File: config.mk
export PLATFORM = sky130hd
export DESIGN_NAME = regfile_64x32
export DESIGN_NICKNAME = d
export VERILOG_FILES = /design/src/rtl/regfile_pkg.sv /design/src/rtl/regfile_64x32_mux_32to1.sv /design/src/rtl/regfile_64x32.sv
export SDC_FILE = /design/constraint.sdc
export NUM_CORES = 2
export LEC_CHECK = 0
export ABC_CLOCK_PERIOD_IN_PS = 97400
export BUFFER_PORTS_ARGS = -buffer_cell sky130_fd_sc_hd__buf_4
export CAP_MARGIN = 10
export CORE_AREA = 5 5 470 472
export CTS_BUF_LIST = sky130_fd_sc_hd__clkbuf_4
export CTS_CLUSTER_SIZE = 28
export DETAILED_ROUTE_END_ITERATION = 8
export DIE_AREA = 0 0 475 477
export GPL_TIMING_DRIVEN = 1
export MAX_ROUTING_LAYER = met4
export PLACE_DENSITY = 0.66
export SLEW_MARGIN = 0
export SYNTH_ARGS = -nofsm -noshare
export SYNTH_HDL_FRONTEND = slang
export SYNTH_SLANG_ARGS = --single-unit
File: constraint.sdc
create_clock -name clk -period 97.4 [get_ports clk]
set_input_delay 0 -clock clk [delete_from_list [all_inputs] [get_ports clk]]
set_output_delay 0 -clock clk [all_outputs]
set_load 0.1 [all_outputs]
File: src/rtl/regfile_pkg.sv
// Shared sizing constants and types for the 32 x 64-bit architectural register file.
package regfile_pkg;
  localparam int unsigned REG_ADDR_W = 5;
  localparam int unsigned NUM_REGS   = 32;
  localparam int unsigned ZERO_REG   = 31;
  localparam int unsigned DATA_WIDTH = 64;

  typedef logic [REG_ADDR_W-1:0] reg_addr_t;
  typedef logic [DATA_WIDTH-1:0] reg_data_t;
endpackage

File: src/rtl/regfile_64x32_mux_32to1.sv
// 1-bit 32:1 multiplexer built as a five-level tree of 2:1 muxes.
module mux_32to1 (
  input  logic [31:0] d,
  input  logic [4:0]  sel,
  output logic        y
);
  logic [15:0] l1;
  logic [7:0]  l2;
  logic [3:0]  l3;
  logic [1:0]  l4;

  always_comb begin
    l1 = '0;
    l2 = '0;
    l3 = '0;
    l4 = '0;
    for (int unsigned i = 0; i < 16; i++) l1[i] = sel[0] ? d[2*i+1]  : d[2*i];
    for (int unsigned i = 0; i < 8;  i++) l2[i] = sel[1] ? l1[2*i+1] : l1[2*i];
    for (int unsigned i = 0; i < 4;  i++) l3[i] = sel[2] ? l2[2*i+1] : l2[2*i];
    for (int unsigned i = 0; i < 2;  i++) l4[i] = sel[3] ? l3[2*i+1] : l3[2*i];
    y = sel[4] ? l4[1] : l4[0];
  end
endmodule

File: src/rtl/regfile_64x32.sv
// 32 x 64-bit register file, two combinational read ports, register 31 reads zero.
// Optional write-to-read bypass when REGFILE_BYPASS_EN is defined.
module regfile_64x32
  import regfile_pkg::*;
(
  input  logic                  clk,
  input  logic                  reset,
  input  logic                  write_enable,
  input  logic [REG_ADDR_W-1:0] write_reg,
  input  logic [DATA_WIDTH-1:0] write_data,
  input  logic [REG_ADDR_W-1:0] read_reg1,
  input  logic [REG_ADDR_W-1:0] read_reg2,
  output logic [DATA_WIDTH-1:0] read_data1,
  output logic [DATA_WIDTH-1:0] read_data2
);
  reg_data_t             regs [ZERO_REG];
  logic [ZERO_REG-1:0]   write_sel;
  logic [NUM_REGS-1:0]   col [DATA_WIDTH];
  reg_data_t             stored1;
  reg_data_t             stored2;

  always_comb begin
    write_sel = '0;
    for (int unsigned i = 0; i < ZERO_REG; i++)
      write_sel[i] = write_enable && (write_reg == reg_addr_t'(i));
  end

  always_ff @(posedge clk or posedge reset) begin
    if (reset) begin
      for (int unsigned i = 0; i < ZERO_REG; i++) regs[i] <= '0;
    end else begin
      for (int unsigned i = 0; i < ZERO_REG; i++)
        if (write_sel[i]) regs[i] <= write_data;
    end
  end

  // Transpose storage into per-bit columns; the zero register has no storage and feeds 0.
  always_comb begin
    for (int unsigned b = 0; b < DATA_WIDTH; b++) begin
      col[b] = '0;
      for (int unsigned r = 0; r < ZERO_REG; r++) col[b][r] = regs[r][b];
      col[b][ZERO_REG] = 1'b0;
    end
  end

  for (genvar b = 0; b < DATA_WIDTH; b++) begin : g_bit
    mux_32to1 u_mux1 (.d(col[b]), .sel(read_reg1), .y(stored1[b]));
    mux_32to1 u_mux2 (.d(col[b]), .sel(read_reg2), .y(stored2[b]));
  end

`ifdef REGFILE_BYPASS_EN
  // write_reg != ZERO_REG keeps the zero register ahead of the bypass.
  always_comb begin
    read_data1 = stored1;
    read_data2 = stored2;
    if (write_enable && (write_reg != reg_addr_t'(ZERO_REG))) begin
      if (read_reg1 == write_reg) read_data1 = write_data;
      if (read_reg2 == write_reg) read_data2 = write_data;
    end
  end
`else
  always_comb begin
    read_data1 = stored1;
    read_data2 = stored2;
  end
`endif
endmodule

==> run metrics <==
status finished, final reports clean; area share of the largest cell type after synthesis 0.463; I/O Pins 210; CTS tree done; Congestion Overflow GR 0; DIE HEIGHT 477 µm; DR WL/cell 29.9 µm; Slowest Stage Delay on Critical Path 0.93 ns; area of the multi-input gates 53,200 µm²; CTS sink count 1,984; via count 79,432; min-delay src write_reg[3]; worst hold slack 0.170 ns; HP Class input pin to register; RSZ-0062 raised after global routing no; Clock Skews 0 ns; vias in the first global route 81,897; chip width 475 µm; Avg Inst Size Synth 12.2 µm²; Syn-to-layout area delta 11.0%; register area 49,600 µm²; max-slew violation count 0; Max Fclk 200 MHz; drt first pass iters 7; Tot Pwr 2.38 mW; Post-Syn Area 107,000 µm²; crit share post-route 0.0514; YS warnings 0; cts bufs inserted 561; share of cells above drive strength 1 0.342; detailed placement HPWL 195,000 µm; worst setup path category input pin to output port; fillcell total 18,445; largest net degree at the start of global routing 169; pin slew with the least headroom to its limit 1.31 ns; CP endpoint kind output port; CTS H-tree depth 6; I/O Buffers 209; ys async rst share 1.00; Site Rows 171; clk_lat worst skew 1.36 ns; Via density 6.52; area of the die 227,000 µm²; Synth Flop Type dfrtp_1; Root Buffer clkbuf_4; critical path's slowest cell nor4_1; CP Cell Sequence buf_8, buf_4, buf_4, buf_4, mux2i_1, a22oi_1, a21oi_1, nor4_1, buf_4; Post-Synthesis Cells 8,775; critical path startpoint category input pin; Final Worst Setup Slack 92.39 ns; Crit path required time 97.40 ns; leak pwr 55.2 nW; initial DRC count 7,912; fin nets 9,042; most frequent cells in the layout dfrtp_1, mux2_2, mux2i_1; Highest Signal Layer met4; number of enable flip-flop cells after synthesis 0; Final Critical Period 5.01 ns; max-cap viol count 0; Slew headroom 0.126; Worst-path clk slew 0.07 ns; Netlist cell types 39; crit path from read_reg2[2]; Post-CTS Setup Repair Bufs 0; setup tns final 0 ns; Final Hold Vio Count 0; initial antenna violation count 13; final WL 364,000 µm; met1 wire length 147,000 µm; Net Count, Synth 8,857; CP Data Arrival Time 5.01 ns; Hold Buf Count CTS 273; Antenna Nets Post-Route 0; Seq cells post-synth 1,984; DRC 0; Clock Path Buffers 4; sequential area share after synthesis 0.463; met2 wire len 168,000 µm; global-route wire length before repair 535,000 µm; CP Max Fanout 59; gp weighted congestion 0.831; final setup fails 0; RR Startpoint col[805]$_DFFE_PP0P_; WL met3 28,400 µm; post-synth top area cell dfrtp_1; pre-CTS setup slack 92.57 ns; largest cells by area after synthesis dfrtp_1, mux2_2, mux2i_1, a22oi_1, clkbuf_1; Largest register FFs 1,984; Initial Utilization 0.496; Top cell by count, worst path buf_4; post-CTS sizing 0; core area 216,000 µm²; Peak supply drop 0.0000144 V; commonest non-fill, non-tap cell in the layout dfrtp_1; GRT Util Overall 0.322; Power Dens Cells 20.0 nW/µm²
[cells by family (layout without fill, tap and decap cells)]
logic type | Yosys count | in the layout | share of synthesized area
buffers and inverters | 1086 | 1618 | 0.0462
and+or+nand+nor | 659 | 659 | 0.0341
DFF | 1984 | 1984 | 0.463
other | 0 | 15 | 0
muxes | 3707 | 3707 | 0.369
AOI/OAI and AO/OA | 1339 | 1339 | 0.0878
[Yosys cell counts, drive strengths merged, types with 4 or more instances]
master and n:
dfrtp 1984, mux2 1920, nor4 127, and4b 4, inv 65, nor4bb 8
mux4 6, nand2b 6, a21oi 254, nand2 207, a22oi 762, a211oi 128
nand4 129, buf 442, nand3b 4, nand3 5, o21ai 65, nor2 15
clkbuf 579, mux2i 1781, nor2b 133, o221ai 127
[final timing paths]
check / end / slack, ns / depth (start not counted)
worst max-delay path: read_data2[38] / 92.39 / 9
worst min-delay path: col[709]$_DFFE_PP0P_ / 0.17 / 6
worst max register to register: col[805]$_DFFE_PP0P_ / 96.08 / 2
worst min register to register: col[968]$_DFFE_PP0P_ / 0.51 / 1
max in group asynchronous: col[46]$_DFFE_PP0P_ / 92.87 / 10
min in group asynchronous: col[701]$_DFFE_PP0P_ / 0.60 / 6
[per-stage QoR]
step	area [µm²]	utilization	std cells
floorplan	107000	-	8775
global placement	110000	0.507	10975
detailed placement	110000	0.507	10975
CTS	119000	0.551	12158
global route	119000	0.551	12175
finish	119000	0.551	12176
[power breakdown]
group | leakage [nW] | internal, mW | switching, mW
registers | 25.3 | 0.987 | 0.116
clock network | 4.00 | 0.394 | 0.359
logic | 26.0 | 0.248 | 0.280
total | 55.2 | 1.63 | 0.756
[routing by layer]
| metal | GRT usage | up-vias |
|---|---|---|
| met5 | - | - |
| met1 | 0.410 | 41181 |
| met2 | 0.493 | 3755 |
| met4 | 0.160 | 0 |
| li1 | - | 33422 |
| met3 | 0.0615 | 1074 |
[final cells by class]
class,count,area share
Clock buffer,811,0.0511
Antenna cell,15,0.000315
Tap cell,2854,0.0300
Clock inverter,99,0.00462
Multi-Input combinational cell,5705,0.446
Timing Repair Buffer,643,0.0488
Sequential cell,1984,0.417
Inverter,65,0.00211
[worst max-delay path: cells and delay by family]
kind	cells	cell delay (ns)
and+or+nand+nor	1	0.93
AOI/OAI and AO/OA	2	0.36
buffers and inverters	5	3.29
muxes	1	0.19
No activity file was read; power rests on OpenSTA's default activity.
